==> src/rtl/chrono_lap_core.sv <==
// Stopwatch core: BCD time counter with a prescaled tick, a small lap
// memory, lap recall, and a registered display value.
module chrono_lap_core #(
    parameter int TICK_DIV  = 1000000,
    parameter int DIGITS    = 4,
    parameter int ADDR_SIZE = 3
) (
    input  logic                   clk,
    input  logic                   rst,
    input  logic                   start,
    input  logic                   stop,
    input  logic                   lap,
    input  logic                   clear,
    input  logic                   recall,
    output logic [4*DIGITS-1:0]    value,
    output logic                   running,
    output logic                   recall_mode,
    output logic [ADDR_SIZE-1:0]   lap_idx,
    output logic [ADDR_SIZE:0]     lap_count,
    output logic                   full,
    output logic                   overflow
);

    localparam int W  = 4 * DIGITS;
    localparam int D  = 2 ** ADDR_SIZE;
    localparam int PW = (TICK_DIV > 1) ? $clog2(TICK_DIV) : 1;

    localparam logic [PW-1:0]        PRESC_MAX = PW'(TICK_DIV - 1);
    localparam logic [PW-1:0]        PRESC_ONE = PW'(1);
    localparam logic [ADDR_SIZE:0]   DEPTH     = (ADDR_SIZE + 1)'(D);
    localparam logic [ADDR_SIZE:0]   CNT_ONE   = (ADDR_SIZE + 1)'(1);
    localparam logic [ADDR_SIZE-1:0] IDX_ONE   = ADDR_SIZE'(1);

    typedef enum logic [1:0] {
        IDLE,
        RUN,
        STOP,
        RECALL
    } state_t;

    state_t          state_q, state_d;
    logic [PW-1:0]   presc_q, presc_d;
    logic [W-1:0]    time_q, time_d;
    logic [ADDR_SIZE:0]   count_d;
    logic [ADDR_SIZE-1:0] idx_d;
    logic            ovf_d;
    logic            tick;
    logic            lap_we;

    logic [W-1:0]    mem [D];

    // Increment a BCD word by one, rippling the carry digit by digit.
    function automatic logic [W-1:0] bcd_inc(input logic [W-1:0] t);
        logic [W-1:0] r;
        logic         carry;
        r     = t;
        carry = 1'b1;
        for (int i = 0; i < DIGITS; i++) begin
            if (carry) begin
                if (t[4*i +: 4] == 4'd9) begin
                    r[4*i +: 4] = 4'd0;
                end else begin
                    r[4*i +: 4] = t[4*i +: 4] + 4'd1;
                    carry       = 1'b0;
                end
            end
        end
        return r;
    endfunction

    assign tick = (state_q == RUN) && (presc_q == PRESC_MAX);

    // Next-state logic: pulse arbitration per state, prescaler and time update.
    always_comb begin
        // NOTE: every variable assigned here gets a default first, so no path can leave it unassigned and infer a latch.
        state_d = state_q;
        presc_d = presc_q;
        time_d  = time_q;
        count_d = lap_count;
        idx_d   = lap_idx;
        ovf_d   = overflow;
        lap_we  = 1'b0;

        if (state_q == RUN) begin
            presc_d = tick ? '0 : presc_q + PRESC_ONE;
            if (tick) begin
                time_d = bcd_inc(time_q);
                // A valid BCD word only increments to zero from all nines.
                if (time_d == '0) begin
                    ovf_d = 1'b1;
                end
            end
        end

        unique case (state_q)
            IDLE: begin
                if (start) begin
                    state_d = RUN;
                    presc_d = '0;
                end
            end
            RUN: begin
                // clear, start and recall are not accepted while running.
                if (stop) begin
                    state_d = STOP;
                end else if (lap && (lap_count != DEPTH)) begin
                    lap_we  = 1'b1;
                    count_d = lap_count + CNT_ONE;
                end
            end
            STOP: begin
                if (clear) begin
                    state_d = IDLE;
                    presc_d = '0;
                    time_d  = '0;
                    count_d = '0;
                    idx_d   = '0;
                    ovf_d   = 1'b0;
                end else if (stop) begin
                    // A coincident stop outranks start and holds STOP.
                    state_d = STOP;
                end else if (start) begin
                    state_d = RUN;
                end else if (recall && (lap_count != '0)) begin
                    state_d = RECALL;
                    idx_d   = '0;
                end
            end
            RECALL: begin
                if (clear) begin
                    state_d = IDLE;
                    presc_d = '0;
                    time_d  = '0;
                    count_d = '0;
                    idx_d   = '0;
                    ovf_d   = 1'b0;
                end else if (stop) begin
                    state_d = STOP;
                end else if (recall) begin
                    if (({1'b0, lap_idx} + CNT_ONE) == lap_count) begin
                        idx_d = '0;
                    end else begin
                        idx_d = lap_idx + IDX_ONE;
                    end
                end
            end
        endcase
    end

    // State, counters and registered outputs.
    always_ff @(posedge clk or negedge rst) begin
        if (!rst) begin
            state_q     <= IDLE;
            presc_q     <= '0;
            time_q      <= '0;
            lap_count   <= '0;
            lap_idx     <= '0;
            overflow    <= 1'b0;
            value       <= '0;
            running     <= 1'b0;
            recall_mode <= 1'b0;
            full        <= 1'b0;
        end else begin
            // NOTE: sequential state uses non-blocking assignments so every register samples pre-edge values.
            state_q     <= state_d;
            presc_q     <= presc_d;
            time_q      <= time_d;
            lap_count   <= count_d;
            lap_idx     <= idx_d;
            overflow    <= ovf_d;
            value       <= (state_q == RECALL) ? mem[lap_idx] : time_q;
            running     <= (state_d == RUN);
            recall_mode <= (state_d == RECALL);
            full        <= (count_d == DEPTH);
        end
    end

    // Lap memory write port; captures the pre-increment time on a tick cycle.
    always_ff @(posedge clk) begin
        // NOTE: the lap memory has no reset; entries are only read after being written, and leaving it unreset keeps it mappable to RAM.
        if (lap_we) begin
            mem[lap_count[ADDR_SIZE-1:0]] <= time_q;
        end
    end

endmodule

==> config.mk <==
export PLATFORM = sky130hd
export DESIGN_NAME = chrono_lap_core
export DESIGN_NICKNAME = d
export VERILOG_FILES = /design/src/rtl/chrono_lap_core.sv
export SDC_FILE = /design/constraint.sdc
export NUM_CORES = 1
export LEC_CHECK = 0
export ABC_AREA = 1
export CORE_MARGIN = 4
export CORE_UTILIZATION = 32
export CTS_BUF_LIST = sky130_fd_sc_hd__clkbuf_4 sky130_fd_sc_hd__clkbuf_8 sky130_fd_sc_hd__clkbuf_16
export CTS_CLUSTER_SIZE = 20
export DETAILED_ROUTE_END_ITERATION = 7
export GPL_ROUTABILITY_DRIVEN = 1
export RECOVER_POWER = 25
export SYNTH_ARGS = -nofsm -noshare
export SYNTH_HDL_FRONTEND = slang
export SYNTH_SLANG_ARGS = --single-unit
export TNS_END_PERCENT = 30
==> constraint.sdc <==
create_clock -name clk -period 3.6 [get_ports clk]
set_input_delay 1.08 -clock clk [delete_from_list [all_inputs] [get_ports clk]]
set_output_delay 1.08 -clock clk [all_outputs]
set_load 0.02 [all_outputs]
======== Yosys cells after proc, flatten, opt, wreduce, memory -nomap -nowiden ========
Memory sizes are Yosys's and may differ from the RTL's.
Cells that the tools add are included.
storage, ports and cells
  register bits after elaboration ......... 65
  bits in writable memories ............... 128
  input bits .............................. 7
  output and inout bits ................... 27
  word-level logic and storage cells ...... 113
  memories ................................ 1
operators by class
  $add $sub $neg .......................... 8
  equal/unequal tests ..................... 18
  muxes and demuxes ....................... 67
  reductions and logical operators ........ 9
memories
  memory  depth  bits a word  read ports  clocked after memory_dff  write ports  line  source
  mem     8      16           1           0                         1            50    logic [W-1:0] mem [D];
operator list
  kind                   number
  $mux 16                5
  $mux 20                4
  $mux 4                 18
  $pmux 20 s2            1
  $mux 3                 8
  $mux 1                 21
  $add 20x1->20 const B  1
  $add 4x1->4 const B    5
  $eq 20x20->1 const B   1
  $eq 4x4->1 const B     5
  $logic_not 16->1       1
  $ne 3x3->1 const B     5
  $mux 2                 7
  $pmux 2 s4             1
  $pmux 4 s2             1
  $eq 2x2->1 const B     3
  $pmux 3 s2             1
  $reduce_and 6->1       1
  $add 3x1->4 const B    1
  $eq 2x1->1 const B     2
  $eq 4x4->1             1
  $ne 4x4->1 const B     1
  $reduce_bool 4->1      1
  $add 3x1->3 const B    1
  other kinds (4)        6

======== Longest topological paths before layout ========
  word-level depth ........................ 19
  mapped depth ............................ 14
  depth with buffers taken out ............ 14

======== Worst setup path before layout ========
Ideal clock, no wire load.
  kind .................................... input to register
  start ................................... in lap
  end ..................................... mem mem[4][0] in the netlist's numbering, enable pin
  setup time .............................. 409 ps
  data arrival time ....................... 2,637 ps
  path slack .............................. 554 ps
  cell stages on the path ................. 6
  path buffers ............................ 0
  cells stage by stage .................... o21ai_0 -> nor2_1 -> nand2_1 -> nor2_1 -> inv_1 -> nor3_1
between the ends
  word-level cells in the longest chain between the ends .. 6
RTL lines
  item                          line  source
  start: declaration            12    input logic lap,
  $logic_and 1x1->1             106   end else if (lap && (lap_count != DEPTH)) begin
  $mux 1                        106
  $mux 1                        104   if (stop) begin
  $mux 1                        95    unique case (state_q)
  $mux 1                        181   if (lap_we) begin
  $mux 1 (not written as such)  182   mem[lap_count[ADDR_SIZE-1:0]] <= time_q;
  end: declaration              50
No other way between the ends.

======== Worst setup path after layout ========
  start ................................... reg lap_idx[2]
  end ..................................... out lap_idx[2]
RTL lines
  item                      line  source
  start: declaration        18    output logic [ADDR_SIZE-1:0] lap_idx,
  start signal: assignment  169   lap_idx <= idx_d;
No word-level cell between the ends.

==> reports/metrics.csv <==
metric,value,unit
Synth Cell Area,8460,sq um
initial core utilization,32.5,%
Port Buf Inserts,33,
post_cts resized,0,
maxcap violations,0,
"Reg clk slew, reported paths",70,ps
Worst EP arrival,1670,ps
Reg power frac,45.9,%
critical path's largest stage delay,660,ps
DR vias,5944,
CP Max Fanout,21,
I/O Pins,34,
"Req. time, crit path",2520,ps
Max VDD drop,0.372,mV
yosys warns,0,
GPL Wtd Cong,0.804,
Fmax,363,MHz
share of the synthesized area in the top cell type,45.4,%
clock latency at the later pin of the worst-skew pair,430,ps
drt initial violations,588,
Hold Crit Class,reg2reg,
Final Slew Violations,0,
Post-Syn Area per Cell,10.4,sq um
"critical path, cell by cell",buf_4 -> clkdlybuf4s50_1,
Site Rows,59,
top_reg_cell synth,edfxtp_1,
Post-CTS Setup Repair Bufs,0,
DP Worst Slack,716,ps
Final Hold Fails,0,
status,finished clean,
RSZ-0062 raised after global routing,false,
Leak,3.81,nW
NumNets Final,869,
Synth top cells by count,"nor2_1 (142), edfxtp_1 (128), nand2_1 (112), o21ai_0 (102), dfrtp_1 (65)",
setup_tns,0,ps
r2r worst-path depth,6,
die area,29100,sq um
Psw,1.77,mW
clk buf depth,2,
Root Buffer,clkbuf_16,
crit path time final,2750,ps
leading post-synthesis cells by cell area,"edfxtp_1 (45%), dfrtp_1 (19%), nor2_1 (6.3%)",
Cells after Synth,817,
worst slew pin tran,1040,ps
"EDFF count, synth",128,
Post-Route WL,19400,um
clock power share,32.5,%
post-synth top area cell,edfxtp_1,
worst path bufs/invs,2,
initial antenna violation count,0,
capture point of the worst path,lap_idx[2],
CP top delay family,buffers and inverters,
WP depth,2,
reg2reg setup slack,1220,ps
Avg WL per Cell,16.1,um
CTS H-tree depth,4,
Die Y,171,um
CP Capture Type,output port,
register bit total from synthesis,193,
CTS Hold Bufs,0,
"Seq/Total Area, Yosys",64.6,%
Pwr Density,567,nW/um^2
Sink Count,193,
Slowest cell on crit path,clkdlybuf4s50_1,
diode count,0,
share of cells above drive strength 1,9.44,%
crit share post-route,76.5,%
Global Route Usage Sum,13.6,%
first-pass GRT wire length,31500,um
Pre-antenna DRT Iters,5,
Switching Share,31.8,%
"FFs w/ async S/R, synth",33.7,%
Startpoint Class,flip-flop,
clk_skew,24.2,ps
register area,5470,sq um
hold path depth,1,
grt total ovfl,0,
critical path class,reg2out,
largest net degree at the start of global routing,66,
RR Startpoint,lap_idx[1]$_DFFE_PN0P_,
combinational share of power,21.5,%
Slew HR,30.5,%
R2R Path End,value[4]$_DFF_PN0_,
"count leader, synth",nor2_1,
Routed Antenna Nets,0,
Final setup viols,0,
CORE AREA,26100,sq um
DR DRC count,0,
Synthesized Nets,830,
Worst setup startpoint,lap_idx[2]$_DFFE_PN0P_,
Internal,3.78,mW
CTS tree,yes,
synth-to-layout area growth,15.6,%
worst hold start,presc_q[1]$_DFF_PN0_,
count of different cell masters after synthesis,41,
hpwl dp,12900,um
via density per instance,4.94,
CTS buffer count,17,
multi-input logic area,2620,sq um
vias in the first global route,5739,
Layout fillers,2531,
Worst Slack Setup Final,846,ps
Die Width,171,um
[metal layers]
layer,vias to the layer above,wire [um],track usage (%)
met3,17,928,2.36
li1,2921,-,-
met2,153,8640,20.0
met5,-,0,0
met1,2853,9670,20.9
met4,0,172,3.09
[worst min path at each step]
stage,end
after CTS,presc_q[1]$_DFF_PN0_
final,presc_q[1]$_DFF_PN0_
after global routing,presc_q[0]$_DFF_PN0_
after detailed placement,presc_q[1]$_DFF_PN0_
after global placement,presc_q[19]$_DFF_PN0_
after floorplan,presc_q[0]$_DFF_PN0_
[power groups by stage]
stage | Combinational [mW] | Sequential (mW) | Clock (mW)
floorplan | 0.697 | 2.67 | 0
global placement | 1.20 | 2.59 | 0
detailed placement | 1.20 | 2.59 | 0
CTS | 1.20 | 2.55 | 1.84
global route | 1.34 | 2.56 | 1.93
finish | 1.19 | 2.55 | 1.81
[metrics by stage]
| stage | power, mW | instance area [sq um] | instances | hold slack (ps) | utilization (%) |
|---|---|---|---|---|---|
| 2_1_floorplan | 3.36 | 8460 | 817 | 480 | - |
| 3_3_place_gp | 3.79 | 9230 | 1172 | 505 | 35.4 |
| 3_5_place_dp | 3.79 | 9230 | 1172 | 517 | 35.4 |
| 4_1_cts | 5.58 | 9790 | 1204 | 530 | 37.6 |
| 5_1_grt | 5.83 | 9780 | 1204 | 566 | 37.5 |
| 6_report | 5.55 | 9780 | 1204 | 527 | 37.5 |
[layout make-up]
| type | count | share of cell area (%) |
|---|---|---|
| Clock buffer | 19 | 4.50 |
| Multi-Input combinational cell | 528 | 26.8 |
| Sequential cell | 193 | 55.9 |
| Timing Repair Buffer | 52 | 4.69 |
| Inverter | 64 | 2.53 |
| Tap cell | 335 | 4.28 |
| Clock inverter | 13 | 1.25 |
[worst register-to-register path: cells and delay by family (launching register included)]
family | cells | cell delay, ps
DFF | 1 | 370
AOI/OAI and AO/OA | 4 | 840
buffers and inverters | 2 | 1060
[state kept, by name, summed over array words and instances (netlist names)]
| name | cells |
|---|---|
| mem | 128 |
| presc_q | 20 |
| time_q | 16 |
| value | 16 |
| lap_count | 4 |
| lap_idx | 3 |
| state_q | 2 |
| full | 1 |
| overflow | 1 |
| recall_mode | 1 |
| running | 1 |
[cell families (layout without fill, tap and decap cells)]
logic type | count (synthesis) | after routing | synth area share [%]
buffers and inverters | 96 | 148 | 4.61
adders and majority gates | 6 | 6 | 0.887
AOI/OAI and AO/OA | 194 | 194 | 12.8
and+or+nand+nor | 323 | 323 | 16.5
xor gates and xnor gates | 5 | 5 | 0.517
DFF | 193 | 193 | 64.6
[cells in the final DEF, fill, tap and decap left out, types with 3 or more instances in the layout]
master           netlist  layout
a211oi_1               7       7
a21oi_1               22      22
a31oi_1                3       3
buf_4                  0      17
clkbuf_1              21       3
clkbuf_16              0      17
clkdlybuf4s50_1        0      32
clkinv_1               2       3
clkinvlp_4             0       3
dfrtp_1               65      64
edfxtp_1             128     128
ha_1                   6       6
inv_1                 57      56
inv_2                  3       4
inv_6                  1       5
nand2_1              112     112
nand2_2                5       5
nand3_1               28      28
nand4_1                7       7
nor2_1               142     140
nor2_2                 4       6
nor2_4                 7       7
nor3_1                11       8
nor3_2                 1       4
o21ai_0              102     102
o21ai_1                3       3
o22ai_1               48      48
o31ai_1                3       3
xor2_1                 4       4
(Power assumes the default switching activity.)
==> RTL change, RTL diff (same flow settings) <==
The 4 states of `state_t` get a one-hot encoding in 4 bits.
--- a/src/rtl/chrono_lap_core.sv
+++ b/src/rtl/chrono_lap_core.sv
@@ -32,9 +32,9 @@
     localparam logic [ADDR_SIZE-1:0] IDX_ONE   = ADDR_SIZE'(1);
 
-    typedef enum logic [1:0] {
-        IDLE,
-        RUN,
-        STOP,
-        RECALL
+    typedef enum logic [3:0] {
+        IDLE   = 4'b0001,
+        RUN    = 4'b0010,
+        STOP   = 4'b0100,
+        RECALL = 4'b1000
     } state_t;
 
Formal check against the unedited RTL: same outputs for any inputs over 10 cycles, from zero or initial values and one cycle with rst low; not proved beyond that.
==> RTL change against the unedited design <==
- final area increased by 3.1%
- power decreased by 0.82%
- setup slack worse by 0.034 ns
- final cell count fell by 0.17%
- clock power up 4%
- sequential cell count rose by 2
- area after synthesis is 3.7% higher
- clock skew fell by 0.014 ns
- count of clock-buffer cells in the layout is 2 lower
- wire length up 3.5%
- critical path type unchanged
- critical endpoint is now lap_count[1]
==> RTL change: results (changes against the unedited design) <==
stage	metric	value	unit	change
cts	H-Tree Depth	4		unchanged
setup_path	crit-path max cell delay	0.69	ns	+0.03 ns
cts	Clock Path Buffers	2		unchanged
placed_design	Final HPWL DP	13100	um	+2.0%
drt	first-pass detailed-route iteration total	6		+1
cts	hold_buf cts	0		unchanged
drt	Via density	5.09		+3.1%
cts	CTS resizes	0		unchanged
placed_design	GPL Wtd Cong	0.837		+4.1%
hold_path	HP Start	overflow		
placed_design	Port Buf Inserts	33		unchanged
logic_synthesis	Mapped Nets	831		+0.12%
timing	Final Skew	0.0103	ns	-0.0139 ns
logic_synthesis	Seq/Total Area, Yosys	62.9	%	-1.7 points
drt	wire per inst	16.7	um	+3.7%
setup_path	CP max stage cell	clkdlybuf4s50_1		
setup_path	crit path DAT	1.71	ns	+0.04 ns
logic_synthesis	warnings from Yosys	0		unchanged
global_route	largest net degree at the start of global routing	70		+6.1%
pwr	Max VDD drop	0.000369	V	-0.68%
timing	Fin. Hold Viols	0		unchanged
hold_path	Hold Path Class	flip-flop to flip-flop		
cts	total CTS buffers	17		unchanged
logic_synthesis	Distinct cells, synth	47		+15%
global_route	vias in the first global route	6015		+4.8%
setup_path	CP max FO	8		-62%
cells_and_area	filler instances	2577		+1.8%
logic_synthesis	ranking of synthesized cells by area	edfxtp_1 (44%), dfrtp_1 (19%), nor2_1 (5.3%)		
cells_and_area	max FFs per register	128		unchanged
cts	Post CTS Setup Buffer Count	0		unchanged
cts	clk_lat worst skew	0.44	ns	
pwr	leakage	0.00387	uW	+1.7%
outcome	status	finished, final reports clean		
global_route	first-pass GRT wire length	32600	um	+3.3%
drt	1st-iter DRT viols	408		-31%
cells_and_area	area of the multi-input gates	0.00285	mm2	+8.5%
global_route	antenna violations before repair	0		unchanged
cells_and_area	share of cells above drive strength 1	10.1	%	+0.67 points
setup_path	critical path's top delay family	buffers and inverters		
logic_synthesis	synth cell count leaders	edfxtp_1 (128), nor2_1 (125), nand2_1 (108), o21ai_0 (70), inv_1 (67)		
setup_path	Critical R2R Launch	lap_count[1]		
placed_design	dpl cell area	0.00948	mm2	+2.7%
cts	clock-pin transition on the worst setup and hold timing paths	0.08	ns	
global_route	Total GRT Usage	13.5	%	-0.043 points
timing	Worst slew margin	34.0	%	+3.5 points
cts	Root Driver	clkbuf_16		
logic_synthesis	asr flop ratio synth	34.4	%	+0.68 points
setup_path	critical path class	flip-flop to output pin		
cells_and_area	Final #Nets	861		-0.92%
cells_and_area	# diodes	0		unchanged
-- RTL change: cell types whose count changed after synthesis, moves of 5 or more --
cell | before | now
o221ai_1 | 0 | 16
o211ai_1 | 0 | 17
nor2_1 | 142 | 125
o21ai_0 | 102 | 70
inv_1 | 57 | 67
nand3_1 | 28 | 39
mux2i_1 | 0 | 16
o32ai_1 | 0 | 16
a211oi_1 | 7 | 2
nand4_1 | 7 | 15
o22ai_1 | 48 | 1
nor3_1 | 11 | 16
-- RTL change: logic make-up (layout without fill, tap and decap cells) --
group,Yosys count,in the layout,synth area share [%]
compound gates,161,161,11.8
xor+xnor,9,9,0.898
fa+ha+maj,6,6,0.855
buf+inv,106,149,4.97
flops,195,195,62.9
mux,16,16,1.82
simple gates,325,325,16.7
-- RTL change: through the flow --
step                worst slack (ns)  std cells
global route                   0.754       1202
finish                         0.812       1202
CTS                            0.787       1202
floorplan                      0.518        818
detailed placement             0.685       1170
global placement               0.695       1170
-- RTL change: area by class of cell --
type                    count  share of cell area, %
clock inverters            15                   1.75
inverters                  73                   2.73
well taps                 341                   4.23
multi-input cells         517                   28.2
flip-flops and latches    195                   54.8
clock buffers              17                   4.22
repair buffers             44                   4.07
-- RTL change: worst paths after layout --
check	cells after the start	slack [ns]	end
max	1	0.81	lap_count[1]
min	2	0.53	overflow
max reg2reg	12	1.12	mem[6][4]
min reg2reg	2	0.53	overflow
max in group asynchronous	1	2.20	lap_idx[0]
min in group asynchronous	1	0.75	value[14]
-- RTL change: where the power goes --
group          switching, uW  leakage [uW]  internal [uW]
combinational            555       0.00140            290
clock                    942      0.000292            943
sequential               192       0.00217           2580
-- RTL change: per-layer routing --
metal  global-route usage (%)  wire (um)
met1                     18.2       9300
met2                     22.3       9660
met3                     2.42        821
met4                     4.39        321
met5                        0          0
